## config.mk

```make
export PLATFORM = sky130hd
export DESIGN_NAME = ex_mem_stage
export DESIGN_NICKNAME = d
export VERILOG_FILES = /design/src/rtl/ex_mem_pkg.sv /design/src/rtl/ex_redirect_ctrl.sv /design/src/rtl/ex_mem_stage.sv
export SDC_FILE = /design/constraint.sdc
export NUM_CORES = 1
export LEC_CHECK = 0
export CORE_AREA = 2 2 134 136
export CTS_CLUSTER_SIZE = 10
export DETAILED_ROUTE_END_ITERATION = 10
export DIE_AREA = 0 0 136 138
export PLACE_DENSITY = 0.77
export SYNTH_ARGS = -nofsm -noshare
export SYNTH_HDL_FRONTEND = slang
export SYNTH_SLANG_ARGS = --single-unit
```

## constraint.sdc

```tcl
create_clock -name clk -period 4.02 [get_ports clk]
set_input_delay 0.804 -clock clk [delete_from_list [all_inputs] [get_ports clk]]
set_output_delay 0.804 -clock clk [all_outputs]
set_load 0.005 [all_outputs]
```

## src/rtl/ex_mem_pkg.sv

```systemverilog
// Shared types and reset constants for the EX/MEM pipeline stage.
package ex_mem_pkg;

    typedef enum logic [1:0] {
        ResAlu = 2'b00,
        ResMem = 2'b01,
        ResPc4 = 2'b10
    } result_src_t;

    typedef enum logic [0:0] {
        StRun    = 1'b0,
        StSquash = 1'b1
    } squash_state_t;

    typedef struct packed {
        logic        valid;
        logic        reg_write;
        logic        mem_write;
        result_src_t result_src;
    } m_ctrl_t;

    localparam m_ctrl_t MCtrlRst = '{
        valid:      1'b0,
        reg_write:  1'b0,
        mem_write:  1'b0,
        result_src: ResAlu
    };

endpackage

```

## src/rtl/ex_redirect_ctrl.sv

```systemverilog
// Branch/jump resolution: squash FSM, registered fetch redirect and optional
// performance counters (enabled by EX_MEM_PERF_CNT_EN).
module ex_redirect_ctrl
    import ex_mem_pkg::*;
#(
    parameter int unsigned DATA_WIDTH = 32
) (
    input  logic                  clk,
    input  logic                  rst_n,
    input  logic                  valid_e,
    input  logic                  branch_e,
    input  logic                  jump_e,
    input  logic                  zero,
    input  logic                  stall,
    input  logic [DATA_WIDTH-1:0] pc_target_e,
    output logic                  squash,
    output logic                  pc_src,
    output logic [DATA_WIDTH-1:0] pc_target_m,
    output logic [31:0]           branch_count,
    output logic [31:0]           taken_count
);

    squash_state_t         state_q, state_d;
    logic                  pc_src_q, pc_src_d;
    logic [DATA_WIDTH-1:0] pc_target_q, pc_target_d;
    logic                  take;
    logic                  run_accept;

    assign take       = valid_e & ((branch_e & zero) | jump_e);
    assign run_accept = ~stall & (state_q == StRun);

    always_comb begin
        state_d     = state_q;
        pc_src_d    = 1'b0;   // the redirect is a single-cycle pulse, even under stall
        pc_target_d = pc_target_q;
        if (!stall) begin
            unique case (state_q)
                StRun: begin
                    if (take) begin
                        state_d     = StSquash;
                        pc_src_d    = 1'b1;
                        pc_target_d = pc_target_e;
                    end
                end
                StSquash: state_d = StRun;
                default:  state_d = StRun;
            endcase
        end
    end

    always_ff @(posedge clk or negedge rst_n) begin
        if (!rst_n) begin
            state_q     <= StRun;
            pc_src_q    <= 1'b0;
            pc_target_q <= '0;
        end else begin
            state_q     <= state_d;
            pc_src_q    <= pc_src_d;
            pc_target_q <= pc_target_d;
        end
    end

    assign squash      = (state_q == StSquash);
    assign pc_src      = pc_src_q;
    assign pc_target_m = pc_target_q;

`ifdef EX_MEM_PERF_CNT_EN
    logic [31:0] branch_count_q, taken_count_q;

    always_ff @(posedge clk or negedge rst_n) begin
        if (!rst_n) begin
            branch_count_q <= '0;
            taken_count_q  <= '0;
        end else if (run_accept) begin
            if (valid_e & (branch_e | jump_e)) branch_count_q <= branch_count_q + 32'd1;
            if (take)                          taken_count_q  <= taken_count_q + 32'd1;
        end
    end

    assign branch_count = branch_count_q;
    assign taken_count  = taken_count_q;
`else
    logic unused_run_accept;
    assign unused_run_accept = run_accept;
    assign branch_count      = '0;
    assign taken_count       = '0;
`endif

endmodule

```

## src/rtl/ex_mem_stage.sv

```systemverilog
// EX/MEM pipeline register with branch resolution and wrong-path squash.
// Performance counters are built only when EX_MEM_PERF_CNT_EN is defined.
module ex_mem_stage
    import ex_mem_pkg::*;
#(
    parameter int unsigned DATA_WIDTH     = 32,
    parameter int unsigned REG_ADDR_WIDTH = 5
) (
    input  logic                      clk,
    input  logic                      rst_n,
    input  logic [DATA_WIDTH-1:0]     ALUResult,
    input  logic                      Zero,
    input  logic [DATA_WIDTH-1:0]     WriteDataE,
    input  logic [DATA_WIDTH-1:0]     PCTargetE,
    input  logic [DATA_WIDTH-1:0]     PCPlus4E,
    input  logic [REG_ADDR_WIDTH-1:0] RdE,
    input  logic                      RegWriteE,
    input  logic                      MemWriteE,
    input  logic                      BranchE,
    input  logic                      JumpE,
    input  logic [1:0]                ResultSrcE,
    input  logic                      ValidE,
    input  logic                      StallM,
    output logic [DATA_WIDTH-1:0]     ALUResultM,
    output logic [DATA_WIDTH-1:0]     WriteDataM,
    output logic [DATA_WIDTH-1:0]     PCPlus4M,
    output logic [REG_ADDR_WIDTH-1:0] RdM,
    output logic                      RegWriteM,
    output logic                      MemWriteM,
    output logic [1:0]                ResultSrcM,
    output logic                      ValidM,
    output logic                      PCSrc,
    output logic [DATA_WIDTH-1:0]     PCTargetM,
    output logic                      FlushD,
    output logic                      FlushE,
    output logic [31:0]               BranchCount,
    output logic [31:0]               TakenCount
);

    logic                      squash;
    logic                      valid_in;
    m_ctrl_t                   ctrl_q, ctrl_d;
    logic [DATA_WIDTH-1:0]     alu_result_q, write_data_q, pc_plus4_q;
    logic [REG_ADDR_WIDTH-1:0] rd_q;

    ex_redirect_ctrl #(
        .DATA_WIDTH (DATA_WIDTH)
    ) u_redirect (
        .clk          (clk),
        .rst_n        (rst_n),
        .valid_e      (ValidE),
        .branch_e     (BranchE),
        .jump_e       (JumpE),
        .zero         (Zero),
        .stall        (StallM),
        .pc_target_e  (PCTargetE),
        .squash       (squash),
        .pc_src       (PCSrc),
        .pc_target_m  (PCTargetM),
        .branch_count (BranchCount),
        .taken_count  (TakenCount)
    );

    // The slot behind a taken branch still loads its data but never becomes valid.
    assign valid_in = ValidE & ~squash;

    always_comb begin
        ctrl_d            = MCtrlRst;
        ctrl_d.valid      = valid_in;
        ctrl_d.reg_write  = RegWriteE & valid_in;
        ctrl_d.mem_write  = MemWriteE & valid_in;
        ctrl_d.result_src = result_src_t'(ResultSrcE);
    end

    always_ff @(posedge clk or negedge rst_n) begin
        if (!rst_n) begin
            ctrl_q       <= MCtrlRst;
            alu_result_q <= '0;
            write_data_q <= '0;
            pc_plus4_q   <= '0;
            rd_q         <= '0;
        end else if (!StallM) begin
            ctrl_q       <= ctrl_d;
            alu_result_q <= ALUResult;
            write_data_q <= WriteDataE;
            pc_plus4_q   <= PCPlus4E;
            rd_q         <= RdE;
        end
    end

    assign ALUResultM = alu_result_q;
    assign WriteDataM = write_data_q;
    assign PCPlus4M   = pc_plus4_q;
    assign RdM        = rd_q;
    assign RegWriteM  = ctrl_q.reg_write;
    assign MemWriteM  = ctrl_q.mem_write;
    assign ResultSrcM = ctrl_q.result_src;
    assign ValidM     = ctrl_q.valid;
    assign FlushD     = PCSrc;
    assign FlushE     = PCSrc;

endmodule

```

==> results of run 1 <==
-- cells in the mapped netlist --
| master | count | share of area, % |
|---|---|---|
| nand2_1 | 5 | 0.33 |
| mux2_2 | 135 | 27 |
| nand2b_4 | 1 | 0.24 |
| buf_4 | 66 | 8.7 |
| o21ai_0 | 3 | 0.26 |
| a21oi_1 | 1 | 0.088 |
| buf_2 | 12 | 1.1 |
| nor2b_1 | 1 | 0.11 |
| conb_1 | 1 | 0.066 |
| nor3_4 | 1 | 0.29 |
| dfrtp_1 | 140 | 61 |
| a21o_1 | 1 | 0.13 |
| buf_6 | 3 | 0.59 |
-- worst max-delay path by stage --
stage / from / cells past startpoint / end / slack, ns
after floorplan: ValidE / 4 / u_redirect.pc_target_m[10] / 2.22
after global placement: ValidE / 5 / u_redirect.pc_target_m[7] / 1.59
after detailed placement: ValidE / 5 / u_redirect.pc_target_m[4] / 1.50
after CTS: PCPlus4M[30] / 1 / PCPlus4M[30] / 1.83
after global routing: PCPlus4M[30] / 1 / PCPlus4M[30] / 1.79
final: PCPlus4M[30] / 1 / PCPlus4M[30] / 1.87
-- metrics by stage --
step | power [µW] | cell area, µm² | hold slack [ns] | utilization, % | setup slack, ns
final | 3966 | 9057 | 0.4922 | 51.66 | 1.869
after global routing | 4173 | 9057 | 0.5167 | 51.66 | 1.791
after CTS | 4038 | 9057 | 0.5053 | 51.66 | 1.828
after detailed placement | 2577 | 8517 | 0.4872 | 48.57 | 1.500
after global placement | 2544 | 8517 | 0.4789 | 48.57 | 1.592
after floorplan | 2002 | 5936 | 0.4730 | - | 2.221
-- final cells by class --
class	instances	area [µm²]
clock buffers	19	432.9
clock inverters	13	107.6
fillers	1515	8477
multi-input cells	212	1843
flip-flops and latches	140	3503
well taps	229	286.5
repair buffers	288	2884
-- registers in the layout (all words and copies together) (netlist names) --
signal                  flops
MemWriteM                   1
u_redirect.squash           1
u_redirect.pc_src           1
ValidM                      1
RegWriteM                   1
ALUResultM                 32
RdM                         5
PCPlus4M                   32
WriteDataM                 32
u_redirect.pc_target_m     32
ResultSrcM                  2
-- routing by layer --
metal | GRT usage [%] | share of wire, %
met3 | 7.921 | 11
met5 | 0 | 0
met2 | 28.11 | 54
met4 | 5.428 | 1.4
met1 | 15.10 | 34
-- report_power, final --
part           internal, µW  leakage [µW]  switching [µW]
sequential             1600       0.00165             102
clock                   802      0.000253             625
combinational           588       0.00190             251
total                  2990       0.00380             977
-- cell families (layout without fill, tap and decap cells) --
| group | count (synthesis) | count (layout) | share of synthesized area [%] |
|---|---|---|---|
| flops | 140 | 140 | 61.47 |
| buf+inv | 81 | 320 | 10.34 |
| other cells | 1 | 64 | 0.06580 |
| simple gates | 8 | 8 | 0.9661 |
| compound gates | 5 | 5 | 0.4829 |
| mux | 135 | 135 | 26.67 |
==> flow_summary.toml, run 1 <==
[drt]
ant_nets = 0
drt_iter0_drc = 109
vias = 3842
remaining_drc_errors = 0
vias_per_cell = 4.264
detail_route.wl_per_cell_um = 16.05
firstDrtPassIters = 4
finalWirelength_mm = 14.47

[logic_synthesis]
netlist-cell-type-count = 13
ys_warn_count = 0
synth_area_per_cell_um2 = 15.40
yosysSeqAreaShare_pct = 61.47
synthCells = 370
syn_area_um2 = 5699
ys_seq_elements = 140

[floorplan]
core_um2 = 17530
pin_count = 349
start_util_pct = 32.50
fp.dieArea_um2 = 18770
fp.dieW_um = 136
num_rows = 49
die_y_um = 138

[worst_setup_path]
cp-start-kind = "flop"
cpPeakStageDelay_ns = 0.54
critPathBufInv = 1
rrSetupSlack_ns = 2.36
reg2reg_from = "u_redirect.squash"
criticalPathCategory = "reg -> out"
crit_arrival_ns = 1.35
cp.required_ns = 3.22
crit_fanout = 2
crit_path_cell_trace = "clkdlybuf4s50_1"
r2r-end = "u_redirect.pc_target_m[4]"
reg2reg_depth = 4
critPathCaptureType = "output pin"
crit_family = "buffers and inverters"
slowest_stage = "clkdlybuf4s50_1"

[place]
io_buffers = 284
place.gp.congestion = 0.7973
dp_hpwl_mm = 10.95
dp.cells = 869

[timing]
period_minus_slack_ns = 2.151
fmax_ghz = 0.4649
slew_headroom_pct = 39.47
slew_violations = 0
setup_viol = 0
fin_skew_ns = 0.005900
finalSetupTns_ns = 0
worst_pin_slew_ns = 0.9080
rsz0062_at_grt = "false"
post-route-period-util_pct = 53.50
finalHoldViolCount = 0

[clocking]
tritoncts = "yes"
cts_root_buf = "clkbuf_16"
cts_htree_levels = 4
clk_pin_slew_ns = 0.06
clkSinkCount = 140
hold_buffers = 0
insertion_delay_ns = 0.41
cts_setup_buffers = 0
numCtsBuffers = 17
cts_buffer_depth = 2
cts_resized = 0

[power]
powerDensity_nw_per_um2 = 437.9
leakage_uw = 0.003803
vdd_drop_max_mv = 0.2497

[global_routing]
grt_pass1_vias = 4205
grt_max_degree = 102
grt_pass1_wl_mm = 22.53
grt-ovfl-total = 0
antenna_found_initial = 0
grt_util_all_layers_pct = 15.59

[status]
status = "completed"

[finish]
fin_cells = 901
final_nets = 803
area_growth_pct = 58.92
n_antenna_cell = 0
layout_commonest_cell = "clkdlybuf4s50_1"
final_cell_mix = "282 x clkdlybuf4s50_1, 140 x dfrtp_1, 135 x mux2_2"
layout-drive-gt1-share_pct = 25.74

[hold_path]
hold_class = "in -> async"

[run]
drv_cap = 0
(Power assumes the default switching activity.)
==> inputs of run 2 (changes only) <==
Settings changed: CORE_AREA 2 2 134 136 to 2 2 135 137, DIE_AREA 0 0 136 138 to 0 0 137 139, PLACE_DENSITY 0.77 to 0.76.
Clock period 4.02 ns to 2.1 ns, I/O delays scaled along.
==> run 2 against run 1 <==
Final area up 1.6%. Worst hold slack got worse by 0.088 ns. Sequential share of layout area down 0.62 points. Clock power grew 120%. Via count shrank 1.2%. Critical path depth did not move. Non-clock buffer count increased by 2. Worst setup slack lost 1.5 ns. Critical endpoint is now PCSrc.
==> flow_summary.toml, run 2 (same netlist as run 1, synthesis figures left out) <==
[clocking]
insertion_delay_ns = 0.41
cts_buffer_depth = 2
clkSinkCount = 140
numCtsBuffers = 17
cts_root_buf = "clkbuf_16"
tritoncts = "yes"
clk_pin_slew_ns = 0.06
cts_htree_levels = 4
cts_setup_buffers = 0

[floorplan]
die_y_um = 139
fp.dieArea_um2 = 19040
num_rows = 49
pin_count = 349
core_um2 = 17660
fp.dieW_um = 137
start_util_pct = 32.28

[timing]
fmax_ghz = 0.5661
period_minus_slack_ns = 1.767
fin_skew_ns = 0.006144
finalHoldViolCount = 0
finalSetupTns_ns = 0
slew_violations = 0
post-route-period-util_pct = 84.12
rsz0062_at_grt = "false"
setup_viol = 0

[run]
drv_cap = 0

[finish]
layout-drive-gt1-share_pct = 25.96
n_antenna_cell = 0
final_nets = 805
fin_util_pct = 52.13
layout_commonest_cell = "clkdlybuf4s50_1"
fin_cells = 903
area_growth_pct = 61.49
final_cell_mix = "282 x clkdlybuf4s50_1, 140 x dfrtp_1, 135 x mux2_2"

[worst_setup_path]
crit_arrival_ns = 1.35
critPathBufInv = 1
criticalPathCategory = "reg -> out"
critPathCaptureType = "output pin"
cp.required_ns = 1.68
crit_fanout = 3
cpPeakStageDelay_ns = 0.53
crit_family = "buffers and inverters"
crit_path_cell_trace = "clkdlybuf4s50_1"
slowest_stage = "clkdlybuf4s50_1"
reg2reg_depth = 4
cp-start-kind = "flop"
crit_cells = 1

[power]
seqPwrFrac_pct = 40.3
power.share.clock_pct = 39.5
p_int_uw = 6224
powerDensity_nw_per_um2 = 875.8
swShare_pct = 22.78
power.switching_uw = 1836
leakage_uw = 0.003875
vdd_drop_max_mv = 0.4802
power_frac_comb_pct = 20.1

[drt]
ant_nets = 0
remaining_drc_errors = 0
drt_iter0_drc = 79
firstDrtPassIters = 3
vias = 3795
detail_route.wl_per_cell_um = 15.57
vias_per_cell = 4.203
finalWirelength_mm = 14.06

[hold_path]
holdPathStages = 3
hold_class = "in -> reg"

[global_routing]
grt_pass1_wl_mm = 21.87
antenna_found_initial = 0
grt_pass1_vias = 4233
grt_util_all_layers_pct = 15.04
grt-ovfl-total = 0
grt_max_degree = 74

[place]
place.gp.congestion = 0.8045
dp_hpwl_mm = 10.55
dp.cells = 870
io_buffers = 284

[status]
status = "completed"
## run 2: cell types whose count changed in the layout (fill, tap and decap cells not counted), moves of 2 or more
cell	change
buf_4	-2
buf_12	+3
inv_6	-3
clkinvlp_4	-2
bufinv_16	+4
## run 2: worst paths after layout
kind	startpoint	endpoint	slack, ns
max reg2reg	u_redirect.squash	u_redirect.pc_target_m[22]	0.61
min in group asynchronous	rst_n	WriteDataM[1]	0.50
max	u_redirect.pc_src	PCSrc	0.33
min	StallM	ValidM	0.40
max in group asynchronous	rst_n	PCPlus4M[31]	0.95
min reg2reg	ValidM	ValidM	0.50
## run 2: repair_timing
action | 4_1_cts | 5_1_grt
hold buffers | 1 | 0
hold endpoints to repair | 44 | 0
resized for setup | 0 | 0
## run 2: stage by stage
stage	worst slack, ns	hold slack (ns)	power (µW)	cell area [µm²]
5_1_grt	0.2812	0.4371	8453	9204
3_5_place_dp	0.1418	0.3865	4939	8562
3_3_place_gp	0.1910	0.3778	4875	8562
4_1_cts	0.2949	0.3861	8191	9204
6_report	0.3335	0.4046	8060	9204
2_1_floorplan	0.6374	0.1244	3832	5936
## run 2: final cells by class
class,instances,area (µm²)
Timing Repair Buffer,290,2939
Tap cell,229,286.5
Sequential cell,140,3503
Fill cell,1476,8453
Clock inverter,13,188.9
Multi-Input combinational cell,212,1843
Clock buffer,19,442.9
## run 2: power groups by stage
stage,logic (µW),registers (µW),clock network [µW]
6_report,1620,3250,3190
2_1_floorplan,526,3310,0
3_5_place_dp,1640,3300,0
3_3_place_gp,1600,3270,0
4_1_cts,1650,3260,3280
5_1_grt,1740,3300,3410
## run 2: routing by layer
layer / track usage (%) / vias to the layer above / part of all wire [%]
met5: 0 / - / 0
met1: 14.56 / 1851 / 34
li1: - / 1707 / -
met4: 6.728 / 0 / 2.8
met2: 27.10 / 207 / 53
met3: 6.615 / 30 / 10
==> inputs of run 3 (changes only) <==
Clock period 2.1 ns to 1.85 ns, I/O delays scaled along.
==> run 3 against run 2 <==
Register-to-register slack worse by 0.25 ns. Routed wire length up 0.54%. Critical path type unchanged. Via count increased by 1.2%. Global-route usage up 0.063 points. Clock skew fell by 0.0014 ns. Final area grew 0.12%. Clock power rose by 13%. Largest cell class unchanged. Critical path depth unchanged. Die area did not move. Worst hold slack worse by 0.028 ns. Non-clock buffer count increased by 2.
==> flow_summary.toml, run 3 (same netlist as run 1, synthesis figures left out) <==
[clocking]
hold_buffers = 1
insertion_delay_ns = 0.41
clkSinkCount = 140
clk_pin_slew_ns = 0.06
cts_buffer_depth = 2
cts_root_buf = "clkbuf_16"
cts_resized = 0
numCtsBuffers = 17
tritoncts = "yes"
cts_setup_buffers = 0
cts_htree_levels = 4

[floorplan]
core_um2 = 17660
fp.dieW_um = 137
fp.dieArea_um2 = 19040
pin_count = 349
die_y_um = 139
num_rows = 49
start_util_pct = 32.28

[worst_setup_path]
crit_family = "buffers and inverters"
crit_arrival_ns = 1.34
critPathBufInv = 1
crit_fanout = 3
crit_path_cell_trace = "clkdlybuf4s50_1"
r2r-end = "u_redirect.pc_target_m[13]"
cp.required_ns = 1.48
rrSetupSlack_ns = 0.36
cpPeakStageDelay_ns = 0.53
criticalPathCategory = "reg -> out"
slowest_stage = "clkdlybuf4s50_1"
reg2reg_depth = 4
critPathCaptureType = "output pin"
reg2reg_from = "u_redirect.squash"
cp-start-kind = "flop"

[power]
power.share.clock_pct = 39.5
power_frac_comb_pct = 20.1
p_total_uw = 9143
swShare_pct = 22.76
power.switching_uw = 2081
vdd_drop_max_mv = 0.5767
powerDensity_nw_per_um2 = 992.2
p_int_uw = 7062
leakage_uw = 0.003884
seqPwrFrac_pct = 40.4

[timing]
slew_violations = 0
rsz0062_at_grt = "false"
setup_ws_ns = 0.1427
fmax_ghz = 0.5857
fin_skew_ns = 0.004704
setup_viol = 0
finalHoldViolCount = 0
post-route-period-util_pct = 92.29
period_minus_slack_ns = 1.707
holdWs_ns = 0.3763

[drt]
drt_iter0_drc = 68
vias_per_cell = 4.250
finalWirelength_mm = 14.13
firstDrtPassIters = 3
detail_route.wl_per_cell_um = 15.63
remaining_drc_errors = 0
vias = 3842
ant_nets = 0

[global_routing]
antenna_found_initial = 0
grt_max_degree = 89
grt_util_all_layers_pct = 15.10
grt-ovfl-total = 0
grt_pass1_wl_mm = 22.10
grt_pass1_vias = 4291

[place]
place.gp.congestion = 0.8317
io_buffers = 284
dp.cells = 872
dp_hpwl_mm = 10.57
place_ws_ns = -0.05959

[finish]
final_nets = 807
area_growth_pct = 61.69
n_antenna_cell = 0
final_cell_mix = "282 x clkdlybuf4s50_1, 140 x dfrtp_1, 135 x mux2_2"
layout-drive-gt1-share_pct = 26.22
layout_commonest_cell = "clkdlybuf4s50_1"
fin_cells = 904
fin_util_pct = 52.19
n_fill_cell = 1472

[run]
drv_cap = 0

[hold_path]
min_to = "u_redirect.pc_src"
hold_class = "in -> reg"
holdPathStages = 3
worstHoldStart = "StallM"

[status]
status = "completed"
-- run 3: final cells by class --
class | count | area [µm²] | share of cell area (%)
sequential | 140 | 3503 | 38.02
timing repair buffer | 292 | 2954 | 32.06
multi-input combinational | 212 | 1843 | 20.00
clock buffer | 18 | 439.2 | 4.766
tap | 229 | 286.5 | 3.109
clock inverter | 13 | 188.9 | 2.050
-- run 3: metal layers --
metal  share of wire (%)  global-route usage (%)  routed length (µm)
met5                   0                       0                   0
met1                  33                   14.64                4693
met3                  10                   6.798                1477
met2                  54                   27.34                7618
met4                 2.4                   6.240                 343
-- run 3: tightest hold or removal path, stage by stage --
cell and delay, ns:
buf_4 0.13, nor3_4 0.05, buf_12 0.16
-- run 3: how the worst max path moves through the flow --
stage / cells past startpoint / slack (ns) / end / from
3_5_place_dp: 5 / -0.06 / u_redirect.pc_target_m[6] / ValidE
6_report: 1 / 0.14 / FlushE / u_redirect.pc_src
3_3_place_gp: 5 / -0.009 / u_redirect.pc_target_m[17] / ValidE
5_1_grt: 1 / 0.10 / FlushE / u_redirect.pc_src
4_1_cts: 1 / 0.11 / FlushE / u_redirect.pc_src
2_1_floorplan: 4 / 0.39 / u_redirect.pc_target_m[10] / u_redirect.squash
-- run 3: per-stage QoR --
step / instance area, µm² / TNS, ns
6_report: 9215 / 0
3_5_place_dp: 8577 / -1.545
4_1_cts: 9215 / 0
2_1_floorplan: 5936 / 0
5_1_grt: 9215 / 0
3_3_place_gp: 8577 / -0.2033
-- run 3: power by group through the flow --
stage / Sequential [µW] / Combinational (µW) / Clock (µW)
final: 3690 / 1840 / 3610
after global placement: 3720 / 1810 / 0
after detailed placement: 3750 / 1860 / 0
after CTS: 3700 / 1870 / 3730
after floorplan: 3750 / 597 / 0
after global routing: 3740 / 1980 / 3850
